File: config.mk
export PLATFORM = sky130hd
export DESIGN_NAME = sram_rw_ctrl
export DESIGN_NICKNAME = d
export VERILOG_FILES = /design/src/rtl/sram_rw_ctrl_pkg.sv /design/src/rtl/sram_resp_buf.sv /design/src/rtl/sram_rw_ctrl.sv
export SDC_FILE = /design/constraint.sdc
export NUM_CORES = 1
export LEC_CHECK = 0
export CORE_MARGIN = 4
export CORE_UTILIZATION = 28
export DETAILED_ROUTE_END_ITERATION = 10
export SLEW_MARGIN = 30
export SYNTH_ARGS = -nofsm -noshare
export SYNTH_HDL_FRONTEND = slang
export SYNTH_SLANG_ARGS = --single-unit
File: constraint.sdc
create_clock -name clock -period 3.09 [get_ports clock]
set_input_delay 0.618 -clock clock [delete_from_list [all_inputs] [get_ports clock]]
set_output_delay 0.618 -clock clock [all_outputs]
set_load 0.005 [all_outputs]
File: src/rtl/sram_rw_ctrl_pkg.sv
// Shared types and default geometry for the SRAM read/write controller.
// The FSM has an init sweep phase followed by normal request service.
package sram_rw_ctrl_pkg;

  localparam int DEFAULT_DEPTH = 8192;
  localparam int DEFAULT_WIDTH = 64;
  localparam int DEFAULT_AW    = 13;

  typedef enum logic {
    INIT = 1'b0,
    RUN  = 1'b1
  } state_t;

  // Highest entry index for a given depth, sized to the address bus.
  function automatic logic [DEFAULT_AW-1:0] last_addr(input int depth);
    return DEFAULT_AW'(depth - 1);
  endfunction

endpackage

File: src/rtl/sram_resp_buf.sv
// Read response path: one-cycle bypass of SRAM read data, plus a hold register
// that captures the data when the consumer stalls so resp_rdata stays stable.
module sram_resp_buf #(
  parameter int WIDTH = 64
) (
  input  logic             clock,
  input  logic             reset_n,
  input  logic             rd_fire,
  input  logic [WIDTH-1:0] sram_rdata,
  input  logic             resp_ready,
  output logic             resp_valid,
  output logic [WIDTH-1:0] resp_rdata,
  output logic             resp_stall
);

  logic             pend_reg, pend_next;
  logic             held_reg, held_next;
  logic [WIDTH-1:0] hold_reg, hold_next;

  always_ff @(posedge clock or negedge reset_n) begin
    if (!reset_n) begin
      pend_reg <= 1'b0;
      held_reg <= 1'b0;
      hold_reg <= '0;
    end else begin
      pend_reg <= pend_next;
      held_reg <= held_next;
      hold_reg <= hold_next;
    end
  end

  // sram_rdata is only sampled in the cycle right after a read enable.
  always_comb begin
    pend_next = rd_fire;
    held_next = held_reg;
    hold_next = hold_reg;
    if (pend_reg && !resp_ready) begin
      held_next = 1'b1;
      hold_next = sram_rdata;
    end else if (held_reg && resp_ready) begin
      held_next = 1'b0;
    end
  end

  assign resp_valid = pend_reg | held_reg;
  assign resp_rdata = held_reg ? hold_reg : sram_rdata;
  assign resp_stall = resp_valid & ~resp_ready;

endmodule

File: src/rtl/sram_rw_ctrl.sv
// Single-port SRAM controller: sweeps INIT_VAL into every entry after reset,
// then serves read/write requests with one-cycle read latency.
module sram_rw_ctrl
  import sram_rw_ctrl_pkg::*;
#(
  parameter int               DEPTH    = DEFAULT_DEPTH,
  parameter int               WIDTH    = DEFAULT_WIDTH,
  parameter int               AW       = DEFAULT_AW,
  parameter logic [WIDTH-1:0] INIT_VAL = '0
) (
  input  logic             clock,
  input  logic             reset_n,
  input  logic             req_valid,
  output logic             req_ready,
  input  logic             req_write,
  input  logic [AW-1:0]    req_addr,
  input  logic [WIDTH-1:0] req_wdata,
  output logic             resp_valid,
  input  logic             resp_ready,
  output logic [WIDTH-1:0] resp_rdata,
  output logic             sram_en,
  output logic             sram_wmode,
  output logic [AW-1:0]    sram_addr,
  output logic [WIDTH-1:0] sram_wdata,
  input  logic [WIDTH-1:0] sram_rdata,
  output logic             init_done
);

  localparam logic [AW-1:0] LAST_ADDR = AW'(DEPTH - 1);

  state_t        state_reg, state_next;
  logic [AW-1:0] count_reg, count_next;
  logic          req_fire;
  logic          rd_fire;
  logic          resp_stall;

  always_ff @(posedge clock or negedge reset_n) begin
    if (!reset_n) begin
      state_reg <= INIT;
      count_reg <= '0;
    end else begin
      state_reg <= state_next;
      count_reg <= count_next;
    end
  end

  always_comb begin
    state_next = state_reg;
    count_next = count_reg;
    if (state_reg == INIT) begin
      count_next = count_reg + AW'(1);
      if (count_reg == LAST_ADDR) begin
        state_next = RUN;
        count_next = '0;
      end
    end
  end

  assign init_done = (state_reg == RUN);

  // Writes never wait; reads wait only while a response is stalled.
  always_comb begin
    req_ready = 1'b0;
    if (state_reg == RUN) begin
      req_ready = req_write | ~resp_stall;
    end
  end

  assign req_fire = req_valid & req_ready;
  assign rd_fire  = req_fire & ~req_write;

  always_comb begin
    sram_en    = 1'b0;
    sram_wmode = 1'b0;
    sram_addr  = '0;
    sram_wdata = '0;
    case (state_reg)
      INIT: begin
        // Keep the SRAM idle for as long as reset is held.
        sram_en    = reset_n;
        sram_wmode = 1'b1;
        sram_addr  = count_reg;
        sram_wdata = INIT_VAL;
      end
      RUN: begin
        if (req_fire) begin
          sram_en    = 1'b1;
          sram_wmode = req_write;
          sram_addr  = req_addr;
          sram_wdata = req_wdata;
        end
      end
      default: begin
        sram_en = 1'b0;
      end
    endcase
  end

  sram_resp_buf #(
    .WIDTH(WIDTH)
  ) u_resp_buf (
    .clock      (clock),
    .reset_n    (reset_n),
    .rd_fire    (rd_fire),
    .sram_rdata (sram_rdata),
    .resp_ready (resp_ready),
    .resp_valid (resp_valid),
    .resp_rdata (resp_rdata),
    .resp_stall (resp_stall)
  );

endmodule

Word-level counts from Yosys, hierarchy flattened
Index checks and enable logic that the tools add are counted.
{"block": "totals", "word_cells": 35, "register_bits": 80}
{"block": "op_classes", "n_bitwise": 9, "eq_ne": 1, "muxes": 15, "n_addsub": 1, "reduce_logical": 4}
{"operator": "2-to-1 mux 64 bit", "count": 2}
{"operator": "case mux 64 bit (2 select lines)", "count": 1}
{"operator": "2-to-1 mux 13 bit", "count": 2}
{"operator": "case mux 13 bit (2 select lines)", "count": 1}
{"operator": "adder 13 x 1 -> 13 bit (second input constant)", "count": 1}
{"operator": "== test 13 bit (second input constant)", "count": 1}
{"operator": "2-to-1 mux 1 bit", "count": 7}
{"operator": "inverter 1 bit", "count": 4}
{"operator": "case mux 1 bit (2 select lines)", "count": 2}
{"operator": "bitwise AND 1 bit", "count": 3}
{"operator": "logical AND 1 bit", "count": 2}
{"operator": "OR 1 bit", "count": 2}
{"operator": "nonzero test 2 bit", "count": 1}
{"operator": "logical NOT 1 bit", "count": 1}

Logic depth before layout (Yosys ltp)
{"block": "logic_depth", "depth_word": 8, "depth_mapped": 5, "ltp_nobuf": 4}

By module
A second synthesis with hierarchy kept.
{"block": "unflattened", "cells_unflattened": 375, "area_unflattened_um2": 4879.7}
{"module": "sram_resp_buf", "cells_each": 212, "seq_area_each_um2": 1651.6, "n_inst": 1, "area_each_um2": 3543.4}
{"module": "sram_rw_ctrl", "cells_each": 163, "seq_area_each_um2": 350.3, "n_inst": 1, "area_each_um2": 1336.3}

Worst setup path after synthesis
OpenSTA, ideal clock, no wires.
{"block": "synth_path", "path_kind": "input -> output", "from": "in req_write", "to": "out sram_wdata[44]", "n_path_buf": 2, "path_slack_ns": 0.958, "stages": 4, "arrival_time_ns": 1.514, "path_cell_list": "o311a_1 > buf_2 > clkbuf_1 > and2_1"}
{"block": "synth_between", "elab_chain_cells": 5}
{"item": "start, declared", "line_no": "sram_rw_ctrl.sv:15", "rtl": "input logic req_write,"}
{"item": "OR 1 bit", "line_no": "sram_rw_ctrl.sv:65", "rtl": "req_ready = req_write | ~resp_stall;"}
{"item": "2-to-1 mux 1 bit", "line_no": "sram_rw_ctrl.sv:64", "rtl": "if (state_reg == RUN) begin"}
{"item": "bitwise AND 1 bit", "line_no": "sram_rw_ctrl.sv:69", "rtl": "assign req_fire = req_valid & req_ready;"}
{"item": "2-to-1 mux 64 bit", "line_no": "sram_rw_ctrl.sv:86", "rtl": "if (req_fire) begin"}
{"item": "case mux 64 bit (2 select lines)", "line_no": "sram_rw_ctrl.sv:77", "rtl": "case (state_reg)"}
{"item": "end, declared", "line_no": "sram_rw_ctrl.sv:24", "rtl": "output logic [WIDTH-1:0] sram_wdata,"}
Every way passes these cells.

Final worst setup path
{"block": "layout_path", "from": "in req_write", "to": "out sram_wdata[57]"}
Same word-level chain as after synthesis.

==> flow_metrics.py <==
metrics = {
    "pwr": {
        "cellLeakagePower_nw": 3.396,
        "ir_drop_mv": 0.2664,
        "power_per_cell_area_mw_per_mm2": 310.2,
    },
    "clock_tree": {
        "cts_max_level": 3,
        "cts.path.max_buffers": 2,
        "tritoncts_num_sinks": 80,
        "insertion_delay_ns": 0.33,
        "cts_setup_buffers": 0,
        "cts-hold-fix-buffers": 0,
        "path_clk_slew_ns": 0.06,
        "tritoncts.num_buffers": 9,
        "cts_tree": "done",
        "root_buffer": "sky130_fd_sc_hd__clkbuf_16",
        "post_cts_resized": 0,
    },
    "timing": {
        "maxSlewHeadroom_pct": 49.54,
        "skew_ns": 0.007619,
        "worstMarginPinSlew_ns": 0.7569,
        "max_clock_freq_mhz": 331.3,
        "layout_min_cycle_time_ns": 3.019,
        "finalSetupViolations": 0,
        "final.setup.worst_slack_ns": 0.07119,
        "report.final.hold_viol_count": 0,
        "rsz0062_at_grt": "false",
        "maxSlewViolCount": 0,
        "final.hold.worst_slack_ns": 0.4394,
        "final_clock_period_utilization_by_the_worst_path_pct": 97.70,
        "timing.setup.tns_ns": 0,
    },
    "placement": {
        "gp_congestion": 0.9257,
        "placed_area_mm2": 0.007622,
        "io_buffers": 291,
        "pre_cts_slack_ns": 0.05722,
        "half_perimeter_wire_length_after_placement_mm": 12.99,
    },
    "routing": {
        "drt-wirelength-per-cell_um": 18.72,
        "drt.antenna.violating_nets": 0,
        "drtIter0Drc": 98,
        "drt-total-wl_mm": 16.22,
        "post_drt_via_cell_ratio": 4.572,
        "dr.pass1.iters": 4,
        "drc_errors": 0,
        "detailroute.via_count": 3959,
    },
    "hold_path": {
        "class_of_the_tightest_hold_or_removal_check": "in2async",
    },
    "synth": {
        "postSynthNetCount": 513,
        "synth-warning-count": 0,
        "number_of_flops_mapped_to_enable_cells_by_yosys": 0,
        "synth.cell_area_mm2": 0.004473,
        "post_synth.cell_area_avg_um2": 12.22,
        "yosys_register_bits": 80,
        "synthDistinctLibCells": 34,
        "synthFlopType": "sky130_fd_sc_hd__dfrtp_1",
        "syn_inst": 366,
        "post_synth_arst_share_pct": 100.0,
        "seq_area_frac_synth_pct": 44.76,
    },
    "setup_path": {
        "critical_path_class": "in2out",
        "worstReg2RegEnd": "count_reg[7]$_DFFE_PN0N_",
        "worst_setup_path_end_kind": "output pin",
        "crit_buf_inv": 3,
        "crit_family": "buffers and inverters",
        "critPathMaxStageDelay_ns": 0.51,
        "slowest_stage": "sky130_fd_sc_hd__clkdlybuf4s50_1",
        "worst-r2r-cell-count": 4,
        "reg_to_reg_critical_path_startpoint": "count_reg[0]$_DFFE_PN0N_",
        "worst_path_most_repeated_cell": "sky130_fd_sc_hd__clkdlybuf4s50_1",
        "cp_data_required_time_ns": 2.47,
        "crit_path_cell_trace": "clkdlybuf4s50_1 > o311a_2 > buf_4 > and2_1 > clkdlybuf4s50_1",
        "cp-start-kind": "input port",
        "crit_path_max_fanout": 20,
        "crit_arrival_ns": 2.40,
        "worst-r2r-setup-slack_ns": 1.48,
    },
    "finish": {
        "most_frequent_cells_in_the_layout": "sky130_fd_sc_hd__clkdlybuf4s50_1 (290), sky130_fd_sc_hd__mux2_2 (128), sky130_fd_sc_hd__dfrtp_1 (79)",
        "insertedDiodeCount": 0,
        "drive_above_1_share_pct": 24.27,
        "fin_nets": 798,
        "final_common_cell": "sky130_fd_sc_hd__clkdlybuf4s50_1",
        "largest_reg_flops": 64,
        "area.growth.synth_to_final_pct": 76.87,
        "finalInstanceArea_mm2": 0.007911,
    },
    "die": {
        "die_w_um": 134.4,
        "pin_count": 292,
        "vertical_die_dimension_um": 134.4,
        "rows": 45,
        "coreArea_mm2": 0.01543,
        "starting_utilization_of_the_core_area_pct": 28.99,
        "fp.dieArea_mm2": 0.01806,
    },
    "job": {
        "max_cap_violations": 0,
    },
    "grt": {
        "first_global_vias": 4361,
        "grt_max_degree": 81,
        "groute.usage.overall_pct": 17.71,
        "grt_antenna_before_repair": 1,
        "grt_first_pass_wirelength_mm": 24.67,
        "globalRouteOverflowTotal": 0,
    },
    "outcome": {
        "status": "completed",
    },
}
==> worst max path at each step <==
stage	start	end	slack, ns	cells past startpoint
global placement	resp_ready	sram_wdata[24]	0.08	5
CTS	req_write	sram_wdata[35]	0.06	5
global route	req_write	sram_wdata[42]	0.01	5
finish	req_write	sram_wdata[57]	0.07	5
floorplan	req_write	sram_wdata[44]	0.96	4
detailed placement	req_write	sram_wdata[35]	0.06	5
==> where the power goes <==
part | internal [W] | switching [W] | total (W) | leakage (nW)
Clock | 0.000643 | 0.000403 | 0.00105 | 0.139
Sequential | 0.00105 | 0.0000000000000000000312 | 0.00105 | 1.10
Combinational | 0.000265 | 0.0000961 | 0.000361 | 2.16
==> through the flow <==
stage          instances  utilization [%]  power (W)
2_1_floorplan        366                -   0.001118
3_5_place_dp         851            49.41   0.001433
4_1_cts              866            51.28   0.002497
5_1_grt              866            51.28   0.002557
6_report             866            51.28   0.002454
3_3_place_gp         851            49.38   0.001434
==> cells in the mapped netlist, drive strengths merged (2+ instances only) <==
library cell	number	share of area [%]
a21o	2	0.34
a21oi	4	0.45
a22o	12	2.4
a22oi	4	0.67
and2	65	9.1
buf	15	1.7
clkbuf	9	0.76
dfrtp	80	45
inv	4	0.34
mux2	128	32
nand2	6	0.50
nand2b	2	0.28
nand3	2	0.22
nand4	3	0.76
nor2	4	0.34
nor4	2	0.28
o21ai	2	0.22
o31ai	2	0.34
or3	2	0.31
or4	2	0.34
xnor2	4	0.78
xor2	4	0.78
==> cell type report <==
class | instances | area [um^2]
Clock inverter | 3 | 42.54
Inverter | 4 | 15.01
Sequential cell | 80 | 2003
Fill cell | 1420 | 7516
Multi-Input combinational cell | 258 | 2349
Timing Repair Buffer | 298 | 2992
Clock buffer | 12 | 246.5
Tap cell | 211 | 264.0
==> logic make-up (layout without fill, tap and decap cells) <==
logic type      count (synthesis)  in the layout  synth area share, %
compound gates                 28             28                4.811
xor+xnor                        8              8                1.566
fa+ha+maj                       1              1               0.2797
buf+inv                        28            317                2.825
flops                          80             80                44.76
mux                           129            129                32.45
simple gates                   92             92                13.31
==> metal layers <==
metal | vias to the layer above | GRT usage [%] | share of wire, %
li1 | 1860 | - | -
met5 | - | 0 | 0.093
met2 | 177 | 32.18 | 53
met4 | 2 | 6.165 | 2.6
met1 | 1894 | 18.43 | 35
met3 | 26 | 7.164 | 9.1
Note: power is estimated with default switching activity, not from simulation.
==> RTL edit 1: new RTL, config.mk and constraints unchanged <==
Set the package constant `DEFAULT_AW` to 12 (it was 13).
--- a/src/rtl/sram_rw_ctrl_pkg.sv
+++ b/src/rtl/sram_rw_ctrl_pkg.sv
@@ -6,3 +6,3 @@
   localparam int DEFAULT_WIDTH = 64;
-  localparam int DEFAULT_AW    = 13;
+  localparam int DEFAULT_AW    = 12;
 
Ports: changed (resized req_addr and sram_addr); port bits go from 292 to 290. The function was not compared with the original's and may differ.
==> RTL edit 1 against the unedited design <==
Critical path depth unchanged; final area about the same; first-iteration DRC count up 110%; area after synthesis down 1.7%; synthesized cell count down 1.1%; sequential cell count down 1; worst setup slack better by 4.9 ps; clock skew down 4.9 ps; routed wire length down 5.1%; total power up 7.6%; critical path type unchanged; largest cell class unchanged; highest routed layer is now met4.
==> RTL edit 1: results (changes against the unedited design) <==
| Metric | Value |
|---|---|
| Maximum vdd drop | `288.5 uV (+8.3%)` |
| Most frequent cells after synthesis | `mux2_2, dfrtp_1, and2_1` |
| Primary FF master, synth | `dfrtp_1` |
| Final nets | `793 (-0.63%)` |
| Total global-route track usage | `0.1682 (-0.008817)` |
| HPWL after DPL | `12.23 mm (-5.9%)` |
| Arrival @ worst endpoint | `2400 ps (about the same)` |
| Worst slew pin tran | `694.2 ps (-62.70 ps)` |
| Synthesized area per cell | `12.15 sq um (-0.59%)` |
| Placed cell count | `847 (-0.47%)` |
| Vias in the first global route | `4,268 (-2.1%)` |
| Synth cell types | `31 (-8.8%)` |
| R2r startpoint | `count_reg[0]` |
| Detailed-route wire length | `15.38 mm (-5.1%)` |
| Share of layout cells above drive strength 1 | `0.2255 (-0.01729)` |
| PnR worst setup slack | `76.12 ps (+4.936 ps)` |
| # Post-CTS Setup Buffers | `0 (unchanged)` |
| Max reg flops | `64 (unchanged)` |
| Highest net fanout along the worst path | `73 (+270%)` |
| Reg2reg path depth | `4 (unchanged)` |
| First-pass GRT wire length | `23.60 mm (-4.4%)` |
| Worst R2R End | `count_reg[3]` |
| Routed vias/inst | `4.582 (+0.22%)` |
| R2R Setup Slk | `1400 ps (-80 ps)` |
| Synth top area cells | `dfrtp_1, mux2_2, and2_1` |
| Pin count of the biggest net entering global routing | `74 (-8.6%)` |
| Leak | `3.450 nW (+1.6%)` |
| DR iter-0 viols | `206 (+110%)` |
| Vias | `3,954 (-0.13%)` |
| Status | `complete, no violations` |
| Post-cts sizing count | `0 (unchanged)` |
| CTS root buffer | `clkbuf_16` |
| Clock skew | `2.669 ps (-4.949 ps)` |
| Initial antenna violation count | `0 (-1)` |
| Synth Net Count | `508 (-0.97%)` |
| Crit path launch | `resp_ready` |
| Yosys warning count | `0 (unchanged)` |
| GPL Wtd Cong | `0.9121 (-1.5%)` |
| I/O Buffers | `289 (-0.69%)` |
| Dpl ws | `70.51 ps (+13.29 ps)` |
| Seq/Total Area, Yosys | `0.4495 (+0.001950)` |
| Clock Latency Late Sink | `320 ps` |
| Sw Share | `0.1924 (-0.01107)` |
[RTL edit 1: cell types whose count changed in the layout (fill, tap and decap cells not counted), moves of 2 or more]
cell	unedited run	this run
a22oi_1	4	0
bufinv_16	1	3
clkbuf_1	2	0
clkdlybuf4s50_1	290	288
mux2_1	0	14
mux2_2	128	114
nand2_1	6	9
nand4_2	0	2
o21ai_1	0	2
xnor2_1	4	2
[RTL edit 1: metal layers]
metal  up-vias  GRT usage  wire [microns]
li1       1844          -               -
met1      1901     0.1871            5781
met2       193     0.2951            7781
met3        16    0.06609            1553
met4         0    0.05486             267
met5         -          0               0
[RTL edit 1: layout make-up]
type	instances	area [sq um]
Fill cell	1376	7405
Sequential cell	79	1978
Inverter	5	18.77
Timing Repair Buffer	297	2988
Multi-Input combinational cell	255	2305
Tap cell	211	264.0
Clock inverter	5	103.9
Clock buffer	11	252.7
[RTL edit 1: power groups by stage]
| stage | clock network (mW) | logic, mW | registers (mW) |
|---|---|---|---|
| 6_report | 1.24 | 0.364 | 1.03 |
| 3_5_place_dp | 0 | 0.369 | 1.05 |
| 3_3_place_gp | 0 | 0.368 | 1.05 |
| 2_1_floorplan | 0 | 0.0507 | 1.05 |
| 5_1_grt | 1.32 | 0.391 | 1.03 |
| 4_1_cts | 1.28 | 0.371 | 1.03 |
[RTL edit 1: worst max path at each step]
stage	end	depth (start not counted)
3_3_place_gp	sram_wdata[5]	5
3_5_place_dp	sram_wdata[5]	5
6_report	sram_wdata[5]	5
4_1_cts	sram_wdata[5]	5
5_1_grt	sram_addr[4]	5
2_1_floorplan	sram_wdata[34]	4
[RTL edit 1: worst max-delay path, stage by stage]
cell and delay [ps]:
clkdlybuf4s50_1 440, o311a_2 450, buf_12 210, and2_1 180, clkdlybuf4s50_1 490
[RTL edit 1: per-stage QoR]
stage	instance area, sq um	hold slack [ps]
global placement	7553	467.4
CTS	7910	339.0
detailed placement	7553	475.2
floorplan	4398	322.4
finish	7910	342.1
global route	7910	360.0
[RTL edit 1: kinds of logic (layout without fill, tap and decap cells)]
family                     after synthesis  after routing  share of synthesized area
DFF                                     79             79                     0.4495
muxes                                  128            128                     0.3277
AOI/OAI and AO/OA                       26             26                    0.04495
adders and majority gates                1              1                   0.002844
buffers and inverters                   28            318                    0.02845
and+or+nand+nor                         94             94                     0.1346
xor gates and xnor gates                 6              6                    0.01195
==> RTL edit 2: new RTL, same settings <==
Without the edit above. Make the reset (`reset_n`) synchronous in 2 clocked blocks.
--- a/src/rtl/sram_resp_buf.sv
+++ b/src/rtl/sram_resp_buf.sv
@@ -19,3 +19,3 @@
 
-  always_ff @(posedge clock or negedge reset_n) begin
+  always_ff @(posedge clock) begin
     if (!reset_n) begin
--- a/src/rtl/sram_rw_ctrl.sv
+++ b/src/rtl/sram_rw_ctrl.sv
@@ -36,3 +36,3 @@
 
-  always_ff @(posedge clock or negedge reset_n) begin
+  always_ff @(posedge clock) begin
     if (!reset_n) begin
Function: differs if reset_n is asserted again (counterexample within 4 cycles, from zero or initial values and one cycle with reset_n low); with reset_n held inactive, the same outputs for 10 cycles.
==> RTL edit 2 against the unedited design <==
Largest power group is now clock; worst setup slack better by 120 ps; critical path depth decreased by 2; non-clock buffer count is 1 higher; sequential share of layout area shrank 5.0 points; count of clock-buffer cells in the layout rose by 1; critical path type is now flop to output port; area after synthesis up 0.11%; final area hardly changed; routed wire length up 6.8%; sequential cell count stayed put; total power rose by 7.6%; via count increased by 19%.
==> RTL edit 2: results (changes against the unedited design) <==
| Metric | Value |
|---|---|
| Status | `complete, no violations` |
| Seq/total area | `0.2028 (-0.05045)` |
| Yosys warning count | `0 (unchanged)` |
| First-pass GRT wire length | `26.38 mm (+6.9%)` |
| Synth cell types | `37 (+8.8%)` |
| NetSw | `0.5299 mW (+6.1%)` |
| DR iter-0 viols | `211 (+120%)` |
| Synth async-reset ratio | `0 (-1.000)` |
| Multi-input combinational cell area | `2683 sq um (+14%)` |
| Clock buffer depth | `2 (unchanged)` |
| HPWL after DPL | `12.84 mm (-1.1%)` |
| I/O Buffers | `291 (unchanged)` |
| Buffers, non-clock | `299 (+0.34%)` |
| Metal2 WL | `8.226 mm (-5.0%)` |
| CTS root buffer | `clkbuf_16` |
| Pin count of the biggest net entering global routing | `76 (-6.2%)` |
| Max reg flops | `64 (unchanged)` |
| Highest Signal Layer | `met4` |
| Number of clock buffers in the layout | `13 (+1)` |
| Most frequent cells after synthesis | `nand2_1, dfxtp_1, and2_1` |
| Crit-path slowest cell | `buf_4` |
| Worst path max stage delay | `640 ps (+130 ps)` |
| Area Growth Syn to Fin | `76.53%` |
| Detailed-route wire length | `17.31 mm (+6.8%)` |
| Leak | `2.791 nW (-18%)` |
| Dpl ws | `-109.9 ps (-167.1 ps)` |
| Met3 GRT Util | `0.07191 (+0.0002647)` |
| Synthesized area per cell | `8.449 sq um (-31%)` |
| Arrival @ worst endpoint | `2280 ps (-120 ps)` |
| M1 WL | `6.701 mm (+19%)` |
| Routed vias/inst | `4.612 (+0.88%)` |
| Initial antenna violation count | `0 (-1)` |
| Post-cts sizing count | `4 (+4)` |
| Synth Net Count | `677 (+32%)` |
| Maximum vdd drop | `239.9 uV (-10%)` |
| Worst hold path class | `flop to flop` |
| Synth top area cells | `dfxtp_1, mux2_2, nand2_1` |
| Slew headroom | `0.4171 (-0.07828)` |
| Clock buf/inv share | `0.04179 (+0.005252)` |
| Fillers | `1,444 (+1.7%)` |
| WL met3 | `1.603 mm (+8.5%)` |
| Primary FF master, synth | `dfxtp_1` |
| Overall power | `2.642 mW (+7.6%)` |
| Clock network power | `1.21 mW (+15%)` |
| Highest net fanout along the worst path | `64 (+220%)` |
| GPL Wtd Cong | `0.9901 (+7.0%)` |
| Clock skew | `6.160 ps (-1.459 ps)` |
| Total global-route track usage | `0.1869 (+0.009851)` |
| Share of layout cells above drive strength 1 | `0.1202 (-0.1225)` |
| Non-clock buffer share | `0.3784 (about the same)` |
| Comb_multi_in | `403 (+56%)` |
| Final nets | `949 (+19%)` |
| Placed Instance Area | `7555 sq um (-0.89%)` |
| WL per Instance | `17.01 microns (-9.2%)` |
| Vias in the first global route | `4,816 (+10%)` |
| Placed cell count | `1,001 (+18%)` |
| Seq/Total Area, Yosys | `0.3576 (-0.08991)` |
| Grt met2 use | `0.3131 (-0.008659)` |
| Met1 GRT Util | `0.2059 (+0.02161)` |
| Non-clk invs | `9 (+5)` |
RTL edit 2: logic make-up after synthesis:
| group | after synthesis | share of synthesized area |
|---|---|---|
| AND/OR/NAND/NOR | 240 | 0.2613 |
| buffers and inverters | 48 | 0.05029 |
| multiplexers | 64 | 0.1609 |
| adder cells (fa/ha/maj) | 1 | 0.002794 |
| XOR/XNOR | 8 | 0.01565 |
| AO/OA/AOI/OAI | 89 | 0.1514 |
| flip-flops | 80 | 0.3576 |
RTL edit 2: final timing paths:
| path | cells past startpoint | to | start | slack [ps] |
|---|---|---|---|---|
| worst max-delay path | 3 | resp_rdata[10] | u_resp_buf.held_reg | 190 |
| worst max register to register | 4 | count_reg[5] | count_reg[1] | 1370 |
| worst min register to register | 2 | u_resp_buf.hold_reg[36] | u_resp_buf.hold_reg[36] | 460 |
| worst min-delay path | 2 | u_resp_buf.hold_reg[36] | u_resp_buf.hold_reg[36] | 460 |
